==> src/rtl/mux_n_stream_if.sv <==
// mux_n_stream_if: N-channel valid/ready input bundle plus tagged registered output stream.
interface mux_n_stream_if #(parameter int WIDTH = 16, parameter int N_CH = 4);
  localparam int SEL_W = $clog2(N_CH);
  logic [N_CH*WIDTH-1:0] in_data;
  logic [N_CH-1:0]       in_valid;
  logic [N_CH-1:0]       in_ready;
  logic                  mode;
  logic [SEL_W-1:0]      sel;
  logic [WIDTH-1:0]      out_data;
  logic [SEL_W-1:0]      out_ch;
  logic                  out_valid;
  logic                  out_ready;
  modport master (output in_data, in_valid, mode, sel, out_ready,
                  input  in_ready, out_data, out_ch, out_valid);
  modport slave  (input  in_data, in_valid, mode, sel, out_ready,
                  output in_ready, out_data, out_ch, out_valid);
endinterface

==> src/rtl/mux_n_stream.sv <==
// mux_n_stream: N-channel stream mux, fixed select or round-robin with burst locking, registered output.
module mux_n_stream #(
  parameter int WIDTH = 16,
  parameter int N_CH  = 4,
  parameter int BURST = 1
) (
  input logic           clk,
  input logic           rst_n,
  mux_n_stream_if.slave b
);
  localparam int SEL_W = $clog2(N_CH);
  localparam int CNT_W = $clog2(BURST + 1);
  typedef enum logic {IDLE, LOCK} state_t;
  state_t           state, state_nx;
  logic [SEL_W-1:0] ptr, ptr_nx, lg, lg_nx, grant;
  logic [CNT_W-1:0] cnt, cnt_nx;
  logic [N_CH-1:0]  rdy;
  logic             has_grant, can_load, xfer;
  assign b.in_ready = rdy;
  always_comb begin
    can_load  = !b.out_valid || b.out_ready;
    grant     = '0;
    has_grant = 1'b0;
    if (state == LOCK) begin
      grant     = lg;
      has_grant = 1'b1;
    end else if (!b.mode) begin
      grant     = b.sel;
      has_grant = int'(b.sel) < N_CH;
    end else begin
      // descending scan so the nearest valid channel at or after ptr wins
      for (int i = N_CH - 1; i >= 0; i--)
        if (b.in_valid[(int'(ptr) + i) % N_CH]) begin
          grant     = SEL_W'((int'(ptr) + i) % N_CH);
          has_grant = 1'b1;
        end
    end
    rdy      = (has_grant && can_load && rst_n) ? N_CH'(1) << grant : '0;
    xfer     = |(b.in_valid & rdy);
    state_nx = state;
    ptr_nx   = ptr;
    lg_nx    = lg;
    cnt_nx   = cnt;
    if (xfer && state == LOCK) begin
      cnt_nx = cnt + CNT_W'(1);
      if (cnt_nx == CNT_W'(BURST)) begin
        state_nx = IDLE;
        cnt_nx   = '0;
        ptr_nx   = SEL_W'((int'(lg) + 1) % N_CH);
      end
    end else if (xfer && b.mode) begin
      if (BURST == 1) ptr_nx = SEL_W'((int'(grant) + 1) % N_CH);
      else begin
        state_nx = LOCK;
        lg_nx    = grant;
        cnt_nx   = CNT_W'(1);
      end
    end
  end
  always_ff @(posedge clk or negedge rst_n) begin
    if (!rst_n) begin
      state       <= IDLE;
      ptr         <= '0;
      lg          <= '0;
      cnt         <= '0;
      b.out_valid <= 1'b0;
      b.out_data  <= '0;
      b.out_ch    <= '0;
    end else begin
      state <= state_nx;
      ptr   <= ptr_nx;
      lg    <= lg_nx;
      cnt   <= cnt_nx;
      if (xfer) begin
        b.out_valid <= 1'b1;
        b.out_data  <= b.in_data[int'(grant)*WIDTH +: WIDTH];
        b.out_ch    <= grant;
      end else if (b.out_ready) b.out_valid <= 1'b0;
    end
  end
endmodule

==> src/flat_wrapper.sv <==
// flat-port wrapper written by rule: the top's interface ports become plain ports
module mux_n_stream_flat 
#(
  parameter int WIDTH = 16,
  parameter int N_CH  = 4,
  parameter int BURST = 1
)
  (clk, rst_n, b_in_data, b_in_valid, b_mode, b_sel, b_out_ready, b_in_ready, b_out_data, b_out_ch, b_out_valid);
  mux_n_stream_if #(.WIDTH(WIDTH), .N_CH(N_CH)) b_i ();
  input logic clk;
  input logic rst_n;
  input wire logic [$bits(b_i.in_data)-1:0] b_in_data;
  input wire logic [$bits(b_i.in_valid)-1:0] b_in_valid;
  input wire logic [$bits(b_i.mode)-1:0] b_mode;
  input wire logic [$bits(b_i.sel)-1:0] b_sel;
  input wire logic [$bits(b_i.out_ready)-1:0] b_out_ready;
  output wire logic [$bits(b_i.in_ready)-1:0] b_in_ready;
  output wire logic [$bits(b_i.out_data)-1:0] b_out_data;
  output wire logic [$bits(b_i.out_ch)-1:0] b_out_ch;
  output wire logic [$bits(b_i.out_valid)-1:0] b_out_valid;
  assign b_i.in_data = b_in_data;
  assign b_i.in_valid = b_in_valid;
  assign b_i.mode = b_mode;
  assign b_i.sel = b_sel;
  assign b_i.out_ready = b_out_ready;
  assign b_in_ready = b_i.in_ready;
  assign b_out_data = b_i.out_data;
  assign b_out_ch = b_i.out_ch;
  assign b_out_valid = b_i.out_valid;
  mux_n_stream #(.WIDTH(WIDTH), .N_CH(N_CH), .BURST(BURST)) u_core (.clk(clk), .rst_n(rst_n), .b(b_i));
endmodule
==> config.mk <==
export PLATFORM = sky130hd
export DESIGN_NAME = mux_n_stream_flat
export DESIGN_NICKNAME = d
export VERILOG_FILES = /design/src/rtl/mux_n_stream_if.sv /design/src/rtl/mux_n_stream.sv /design/src/flat_wrapper.sv
export SDC_FILE = /design/constraint.sdc
export NUM_CORES = 1
export LEC_CHECK = 0
export CAP_MARGIN = 5
export CORE_MARGIN = 2
export CORE_UTILIZATION = 38
export CTS_BUF_LIST = sky130_fd_sc_hd__clkbuf_2
export CTS_CLUSTER_SIZE = 12
export DETAILED_ROUTE_END_ITERATION = 16
export PLACE_DENSITY = 0.84
export RECOVER_POWER = 50
export SYNTH_ARGS = -nofsm -noshare
export SYNTH_HDL_FRONTEND = slang
export SYNTH_SLANG_ARGS = --single-unit
==> constraint.sdc <==
create_clock -name clk -period 2.82 [get_ports clk]
set_input_delay 0.564 -clock clk [delete_from_list [all_inputs] [get_ports clk]]
set_output_delay 0.564 -clock clk [all_outputs]
set_load 0.005 [all_outputs]
== Word level (Yosys, flattened, before mapping) ==
Cells that the tools add are included.
Storage, ports and cells
  register bits after elaboration: 21
  input port bits: 74
  output and inout port bits: 23
  logic and storage cells: 53
Operators by class
  $add $sub $neg: 4
  $lt $le $gt $ge: 4
  shifts and indexed selects: 2
  mux-type cells: 25
  bitwise operators: 4
  reductions and logical operators: 10
Operators by type and width (number)
  64-bit by 7-bit variable part select with 16-bit output: 1
  1-bit two-way mux: 14
  3-bit by 4-bit less-than comparator with 1-bit output (second input constant): 3
  2-bit two-way mux: 6
  1-bit binary-select mux with 2-bit select: 4
  2-bit OR reduction: 3
  2-bit by 1-bit adder with 2-bit output (second input constant): 2
  2-bit adder (second input constant): 2
  4-bit AND: 1
  4-bit two-way mux: 1
  4-bit OR reduction: 1
  1-bit by 2-bit << shifter with 4-bit output (first input constant): 1
  1-bit AND (first input constant): 3
  1-bit logical AND: 3
  2-bit by 3-bit less-than comparator with 1-bit output (second input constant): 1
  2-bit nonzero test: 1
  1-bit zero test: 1
  1-bit logical OR: 1

== Longest topological paths before layout ==
Gate-level depths: netlist (run 1).
  word-level depth: 18
  mapped depth: 10
  mapped depth without buffers: 7

== Least setup slack after synthesis (run 1) ==
Ideal clock, no wire load.
  path kind: input port to flip-flop
  start point: in b_in_valid[0]
  end point: reg u_core.b.out_data[10]
  setup time: 125 ps
  arrival time: 2314 ps
  data required time: 2695 ps
  setup slack: 381 ps
  stages: 10
  buffers on the path: 3
  cells stage by stage: or3b_1 o211ai_2 nand2b_1 a31o_1 buf_6 mux2i_1 o22a_1 buf_6 buf_12 mux2_4
Between the ends
  word-level cells in the longest chain between the ends: 13
  elaborated cells on any way between the ends: 28
  classes of those cells: shift (2); mux (22); bitwise (1); reduce/logical (3)
Ends and longest elaborated chain
  from (decl): line flat_wrapper.sv:13  | input wire logic [$bits(b_i.in_valid)-1:0] b_in_valid;
  parallel branches: the longest is 13 deep, another holds 64-bit by 7-bit variable part select with 16-bit output
  to (signal assigned): line mux_n_stream.sv:76  | b.out_data <= b.in_data[int'(grant)*WIDTH +: WIDTH];
  to (decl): line mux_n_stream_if.sv:16  | output in_ready, out_data, out_ch, out_valid);
Several ways; the timed one is not identified. The select of a mux whose other input is x is not followed.
A chain may end at the register's enable or synchronous reset.

== Worst setup path after layout (run 1) ==
  start point: in b_in_valid[3]
  end point: out b_in_ready[2]
Between the ends
  word-level cells in the longest chain between the ends: 11
  elaborated cells on any way between the ends: 25
  classes of those cells: shift (1); mux (22); reduce/logical (2)
Ends and longest elaborated chain
  1-bit binary-select mux with 2-bit select: line mux_n_stream.sv:33  | if (b.in_valid[(int'(ptr) + i) % N_CH]) begin
  1-bit two-way mux (not written as such) (2 in a row): line mux_n_stream.sv:33
  1-bit two-way mux (4 in a row): line mux_n_stream.sv:33
  1-bit two-way mux: line mux_n_stream.sv:27  | end else if (!b.mode) begin
  1-bit logical AND (2 in a row): line mux_n_stream.sv:38  | rdy = (has_grant && can_load && rst_n) ? N_CH'(1) << grant : '0;
  4-bit two-way mux *: line mux_n_stream.sv:38
  to (decl): line flat_wrapper.sv:17  | output wire logic [$bits(b_i.in_ready)-1:0] b_in_ready;
Mark *: on every way between the ends. The rest lies on a longest branch, timed or not. The select of a mux whose other input is x is not followed.

==> results of run 1 <==
-- cell type report --
cell class | count | share of cell area [%]
Clock buffer | 4 | 0.733
Inverter | 2 | 0.275
Multi-Input combinational cell | 106 | 36.8
Sequential cell | 21 | 19.2
Tap cell | 50 | 2.29
Timing Repair Buffer | 116 | 40.7
-- worst max-delay path, cell delays in order --
cell,delay (ns)
dlygate4sd2_1,0.26
nand2b_4,0.14
a211oi_2,0.20
nor2_1,0.08
mux2_4,0.28
buf_4,0.15
and3_1,0.16
dlygate4sd2_1,0.26
-- cell families after synthesis --
group,synth area share [%]
mux,46.3
simple gates,9.42
flops,33.3
buf+inv,5.07
compound gates,5.38
xor+xnor,0.554
-- what timing repair did --
| item | in CTS | in global routing |
|---|---|---|
| setup buffers | 3 | 0 |
| setup endpoints to repair | 4 | 0 |
| gates resized for setup | 14 | 0 |
-- power groups by stage --
stage                     logic (W)  clock network (W)  registers (W)
final                       0.00108           0.000132       0.000538
after global routing        0.00117           0.000150       0.000560
after CTS                   0.00112           0.000138       0.000541
after detailed placement    0.00107                  0       0.000549
after floorplan            0.000537                  0       0.000551
after global placement      0.00105                  0       0.000541
-- registers in the layout (all words and copies together) (netlist names) --
name                flops
u_core.b.out_data      16
u_core.b.out_valid      1
u_core.b.out_ch         2
u_core.ptr              2
-- metal layers --
metal	up-vias	part of all wire (%)
li1	722	-
met1	667	40
met2	48	51
met3	2	8.1
met4	0	0.28
met5	-	0
-- cell usage after synthesis, drive strengths merged --
cell type / count
mux2i: 51
dfrtp: 21
mux2: 17
nor2: 8
buf: 7
nand2b: 6
nand2: 5
and3: 2
clkbuf: 2
inv: 2
nand3b: 2
o22a: 2
a211oi: 1
a21bo: 1
a21o: 1
a22o: 1
a31o: 1
nand3: 1
nor2b: 1
nor3b: 1
o211ai: 1
o21ai: 1
o31ai: 1
or3b: 1
xor2: 1
-- cells in the final DEF (no fill, tap or decap), drive strengths merged, types with 2 or more instances in the layout --
cell type | netlist | layout
nand2b | 6 | 6
clkbuf | 2 | 5
dfrtp | 21 | 21
mux2i | 51 | 51
nor2 | 8 | 8
mux2 | 17 | 17
dlygate4sd2 | 0 | 8
buf | 7 | 19
nand2 | 5 | 5
dlygate4sd3 | 0 | 12
nand3b | 2 | 2
inv | 2 | 2
clkdlybuf4s50 | 0 | 76
and3 | 2 | 2
o22a | 2 | 2
-- stage by stage --
stage | cells | power, W | hold slack (ns) | setup slack, ns
2_1_floorplan | 138 | 0.00109 | 0.268 | 0.381
3_3_place_gp | 292 | 0.00160 | 0.472 | -0.273
3_5_place_dp | 292 | 0.00162 | 0.485 | -0.302
4_1_cts | 299 | 0.00180 | 0.523 | 0.168
5_1_grt | 299 | 0.00188 | 0.551 | 0.0637
6_report | 299 | 0.00175 | 0.513 | 0.176
-- worst max path at each step --
| stage | start | to | slack (ns) | cells after the start |
|---|---|---|---|---|
| floorplan | b_in_valid[0] | u_core.b.out_data[10]$_DFFE_PN0P_ | 0.38 | 10 |
| global placement | b_in_valid[2] | b_in_ready[1] | -0.27 | 7 |
| detailed placement | b_in_valid[2] | b_in_ready[1] | -0.30 | 7 |
| CTS | b_in_valid[3] | b_in_ready[2] | 0.17 | 8 |
| global route | b_mode | b_in_ready[2] | 0.06 | 5 |
| finish | b_in_valid[3] | b_in_ready[2] | 0.18 | 8 |
==> qor.csv, run 1 <==
metric,value,unit
max-cap violation count,0,
worst hold path cell count,1,
reg2reg start,u_core.ptr[1]$_DFFE_PN0P_,
root buffer cell,clkbuf_2,
cell count of the worst reg-to-reg path,9,
Net Sw Frac,32.1,%
"Design Area, Final",2730,µm²
# hold bufs at CTS,0,
first-pass GRT wire length,6.44,mm
worst reg2reg path endpoint,u_core.b.out_data[3]$_DFFE_PN0P_,
DRT antenna net count,0,
Post-DP HPWL,3.45,mm
layout cell share with drive strength beyond 1,15.3,%
GR Overflow Total,0,
Min-Delay Path Class,reg -> reg,
CTS tree,yes,
syn_nets,212,
Psw,0.000560,W
Worst-Skew Late Latency,0.32,ns
clk buf depth,2,
startpoint type of the worst setup path,primary input,
Max Transition Viols Final,0,
Placed Area,2670,µm²
crit path DAT,2.08,ns
area of the multi-input gates,1000,µm²
Final Cycle Share,93.8,%
Leak,1.30,nW
WS Path Type,in -> out,
Worst Skew,0.0124,ns
First DRT Iteration DRCs,48,
"area leader, netlist",dfrtp_1,
vias per cell,4.81,
Mean Syn Cell Area,11.5,µm²
number of global-route vias before repair,1394,
final net count,324,
Synth Cell Area,1580,µm²
largest net degree at the start of global routing,22,
Die Y,68.5,µm
PwrDens,640,nW/µm²
Mapped Cells,138,
diode count,0,
antenna violations before repair,0,
power share of the combinational group,61.6,%
CTS Buf Count,3,
Worst Setup End Kind,primary output,
CTS Sinks,21,
final setup TNS,0,ns
Post-Route WL,4.22,mm
num rows,23,
Area Growth Syn to Fin,72.8,%
Pint,0.00119,W
Critical Path RT,2.26,ns
final hold violation count,0,
final setup violation count,0,
met2 Use GR,33.1,%
post-synth top area share,33.3,%
GRT met3 Usage,4.11,%
Initial Util,39.5,%
H-tree depth,1,
fill count,329,
Reg2Reg Setup Slack,0.42,ns
status,finished clean,
"Reg clk slew, reported paths",0.20,ns
GRT Resource Usage Total,18.2,%
met1 Use GR,21.5,%
WL/cell,14.1,µm
number of port buffers,96,
Slew HR,21.7,%
Max VDD drop,0.327,mV
Synth area leaders,"dfrtp_1 33%, mux2i_1 32%, mux2_4 7.6%",
post-synth cell types,31,
vias,1439,
RD Place Congestion,0.876,
CP max FO,4,
Seq pwr share,30.8,%
Synth warnings,0,
utilization after layout,68.3,%
Tmin final,2.64,ns
fmax,0.378,GHz
Placeable Area,4000,µm²
register area share after synthesis,33.3,%
worst-margin pin slew,1.17,ns
clock share of power,7.6,%
RSZ-0062 raised after global routing,false,
gr busiest metal,met2,
DRC,0,
Seq. cell area,526,µm²
die width,68.5,µm
DR pass1 iterations,3,
hold endpoint,u_core.b.out_data[0]$_DFFE_PN0P_,
Die ar.,4690,µm²
io pins,97,
HP Start,u_core.b.out_data[0]$_DFFE_PN0P_,
"FF+latch count, synth",21,
(Power assumes the default switching activity.)
==> run 2, diff against run 1 <==
--- a/config.mk
+++ b/config.mk
@@ -5,10 +5,12 @@
 export SDC_FILE = /design/constraint.sdc
 export NUM_CORES = 1
 export LEC_CHECK = 0
+export ABC_CLOCK_PERIOD_IN_PS = 2820
 export CAP_MARGIN = 5
 export CORE_MARGIN = 2
 export CORE_UTILIZATION = 38
 export CTS_BUF_LIST = sky130_fd_sc_hd__clkbuf_2
+export CTS_CLUSTER_DIAMETER = 60
 export CTS_CLUSTER_SIZE = 12
 export DETAILED_ROUTE_END_ITERATION = 16
 export PLACE_DENSITY = 0.84
==> results of run 2 <==
No change in the layout: final DEF, timing and power equal those of run 1.
==> run 3, diff against run 2 <==
--- a/config.mk
+++ b/config.mk
@@ -5,15 +5,15 @@
 export SDC_FILE = /design/constraint.sdc
 export NUM_CORES = 1
 export LEC_CHECK = 0
-export ABC_CLOCK_PERIOD_IN_PS = 2820
+export ABC_CLOCK_PERIOD_IN_PS = 3250
 export CAP_MARGIN = 5
 export CORE_MARGIN = 2
-export CORE_UTILIZATION = 38
+export CORE_UTILIZATION = 41
 export CTS_BUF_LIST = sky130_fd_sc_hd__clkbuf_2
 export CTS_CLUSTER_DIAMETER = 60
 export CTS_CLUSTER_SIZE = 12
 export DETAILED_ROUTE_END_ITERATION = 16
-export PLACE_DENSITY = 0.84
+export PLACE_DENSITY = 0.9
 export RECOVER_POWER = 50
 export SYNTH_ARGS = -nofsm -noshare
 export SYNTH_HDL_FRONTEND = slang
==> constraint.sdc (replaced) <==
create_clock -name clk -period 3.25 [get_ports clk]
set_input_delay 0.65 -clock clk [delete_from_list [all_inputs] [get_ports clk]]
set_output_delay 0.65 -clock clk [all_outputs]
set_load 0.005 [all_outputs]
==> run 3 against run 2 <==
  * Sequential share of layout area grew 0.63 points
  * Via count shrank 0.63%
  * Utilization grew 3.4 points
  * Sequential cell count is the same
  * Global-route usage grew 2.0 points
  * Worst setup slack lost 0.0058 ns
  * Highest routed layer unchanged
==> qor.csv, run 3 (same netlist as run 1, synthesis figures left out) <==
metric,value,unit,change
number of global-route vias before repair,1462,,was 1394
crit path DAT,2.43,ns,was 2.08 ns
Initial Util,42.8,%,was 39.5%
placed cells,284,,was 292
Max VDD drop,0.429,mV,was 0.327 mV
"Reg clk slew, reported paths",0.19,ns,was 0.20 ns
GRT Resource Usage Total,20.2,%,was 18.2%
PwrDens,552,nW/µm²,was 640 nW/µm²
H-tree depth,1,,unchanged
Leak,1.23,nW,was 1.30 nW
Post-Route WL,4.18,mm,was 4.22 mm
"commonest non-fill, non-tap cell in the layout",clkdlybuf4s50_1,,unchanged
RD Place Congestion,0.904,,was 0.876
Die ar.,4370,µm²,was 4690 µm²
die width,66.1,µm,was 68.5 µm
vias per cell,4.97,,was 4.81
reg2reg start,u_core.ptr[1]$_DFFE_PN0P_,,unchanged
CP cell instances,dlygate4sd2_1 -> or3b_1 -> o211ai_2 -> nand2b_1 -> a31o_4 -> nor2_1 -> clkdlybuf4s50_1,,was dlygate4sd2_1 -> nand2b_4 -> a211oi_2 -> nor2_1 -> mux2_4 -> buf_4 -> and3_1 -> dlygate4sd2_1
Seq. cell area,526,µm²,unchanged
worst-margin pin slew,1.13,ns,was 1.17 ns
Top Layer Used,met4,,unchanged
Worst-Skew Late Latency,0.31,ns,was 0.32 ns
status,finished clean,,unchanged
CP max FO,6,,was 4
utilization after layout,71.7,%,was 68.3%
fill count,292,,was 329
Min-Delay Path Class,reg -> reg,,unchanged
number of port buffers,96,,unchanged
WL met2,2.16,mm,about the same
Area Growth Syn to Fin,67.3,%,was 72.8%
num rows,22,,was 23
Die Y,66.1,µm,was 68.5 µm
fmax,0.325,GHz,
final setup violation count,0,,unchanged
vias,1430,,was 1439
antenna violations before repair,0,,unchanged
crit path from,b_in_valid[0],,was b_in_valid[3]
max-cap violation count,0,,unchanged
final setup TNS,0,ns,unchanged
critical path's largest stage delay,0.51,ns,was 0.28 ns
largest register by flop count,u_core.b.out_data,,unchanged
DR WL met3,281,µm,was 342 µm
area of the multi-input gates,996,µm²,was 1000 µm²
layout cell share with drive strength beyond 1,11.7,%,was 15.3%
WL/cell,14.5,µm,was 14.1 µm
root buffer cell,clkbuf_2,,unchanged
DR pass1 iterations,4,,was 3
largest net degree at the start of global routing,26,,was 22
Final Cycle Share,94.8,%,
final hold violation count,0,,unchanged
startpoint type of the worst setup path,primary input,,unchanged
final net count,315,,was 324
Worst Skew,0.00404,ns,was 0.0124 ns
"commonest cells after routing, fill and taps aside","80 x clkdlybuf4s50_1, 51 x mux2i_1, 21 x dfrtp_1, 12 x dlygate4sd3_1, 10 x buf_4",,"was 76 x clkdlybuf4s50_1, 51 x mux2i_1, 21 x dfrtp_1, 18 x buf_4, 12 x dlygate4sd3_1"
Worst path slowest cell,clkdlybuf4s50_1,,was mux2_4
max reg flops,16,,unchanged
RSZ-0062 raised after global routing,false,,unchanged
First DRT Iteration DRCs,16,,was 48
CTS Buf Count,3,,unchanged
Non-Filler Instances,288,,was 299
Critical Path RT,2.60,ns,was 2.26 ns
Max Transition Viols Final,0,,unchanged
biggest regs,"u_core.b.out_data: 16 flops, u_core.b.out_ch: 2 flops, u_core.ptr: 2 flops",,unchanged
first-pass GRT wire length,6.78,mm,was 6.44 mm
M1 WL,1.71,mm,was 1.70 mm
CTS Sinks,21,,unchanged
diode count,0,,unchanged
HP Start,u_core.b.out_data[6]$_DFFE_PN0P_,,was u_core.b.out_data[0]$_DFFE_PN0P_
DRC,0,,unchanged
Placeable Area,3690,µm²,was 4000 µm²
Top Family by Delay on Critical Path,buffers and inverters,,unchanged
CTS tree,yes,,unchanged
clk buf depth,2,,unchanged
WS Path Type,in -> out,,unchanged
io pins,97,,unchanged
Tmin final,3.08,ns,
GR Overflow Total,0,,unchanged
Slew HR,24.5,%,was 21.7%
Post-DP HPWL,3.39,mm,was 3.45 mm
Worst Setup End Kind,primary output,,unchanged
Buf/Inv on CP,2,,was 3
DRT antenna net count,0,,unchanged
==> run 3: changes by cell type in the layout (fill, tap and decap cells not counted) <==
cell / change
nor3b_1: +1
nor3b_2: -1
buf_4: -8
clkdlybuf4s50_1: +4
buf_12: -1
mux2_4: -1
mux2_2: +1
dlygate4sd2_1: -4
==> run 3: metrics by stage <==
stage	hold slack [ns]	setup slack (ns)	total power [W]	cell area, µm²
after floorplan	0.354	0.677	0.000944	1580
after global placement	0.473	-0.0266	0.00135	2610
after detailed placement	0.487	-0.0562	0.00138	2610
after CTS	0.531	0.189	0.00151	2650
after global routing	0.547	0.0988	0.00158	2640
final	0.520	0.170	0.00146	2640
==> run 3: area by class of cell <==
| class | instances | area share (%) |
|---|---|---|
| multi-input cells | 106 | 37.7 |
| inverters | 2 | 0.284 |
| repair buffers | 107 | 39.1 |
| well taps | 48 | 2.27 |
| clock buffers | 4 | 0.757 |
| flip-flops and latches | 21 | 19.9 |
==> run 3: power by group <==
group	switching (W)	internal [W]
Clock	0.0000762	0.0000326
Combinational	0.000313	0.000565
Sequential	0.0000849	0.000390
==> run 3: path summary, 6_finish.rpt <==
| path | end | slack [ns] | cells past startpoint |
|---|---|---|---|
| worst min register to register | u_core.b.out_data[6]$_DFFE_PN0P_ | 0.52 | 1 |
| worst min-delay path | u_core.b.out_data[6]$_DFFE_PN0P_ | 0.52 | 1 |
| min in group asynchronous | u_core.b.out_ch[1]$_DFFE_PN0P_ | 1.08 | 2 |
| worst max register to register | u_core.b.out_data[10]$_DFFE_PN0P_ | 0.76 | 9 |
| worst max-delay path | b_in_ready[3] | 0.17 | 7 |
| max in group asynchronous | u_core.b.out_data[0]$_DFFE_PN0P_ | 1.51 | 2 |
==> run 3: timing repair <==
action,CTS,global route
hold endpoints to repair,0,0
setup endpoints to repair,4,0
setup buffers,0,0
resized for setup,7,0
hold buffers,0,0
==> run 3: metal layers <==
layer | global-route usage [%] | up-vias
met5 | 0 | -
met4 | 3.57 | 0
met3 | 5.96 | 4
met2 | 36.8 | 53
met1 | 23.5 | 667
li1 | - | 706
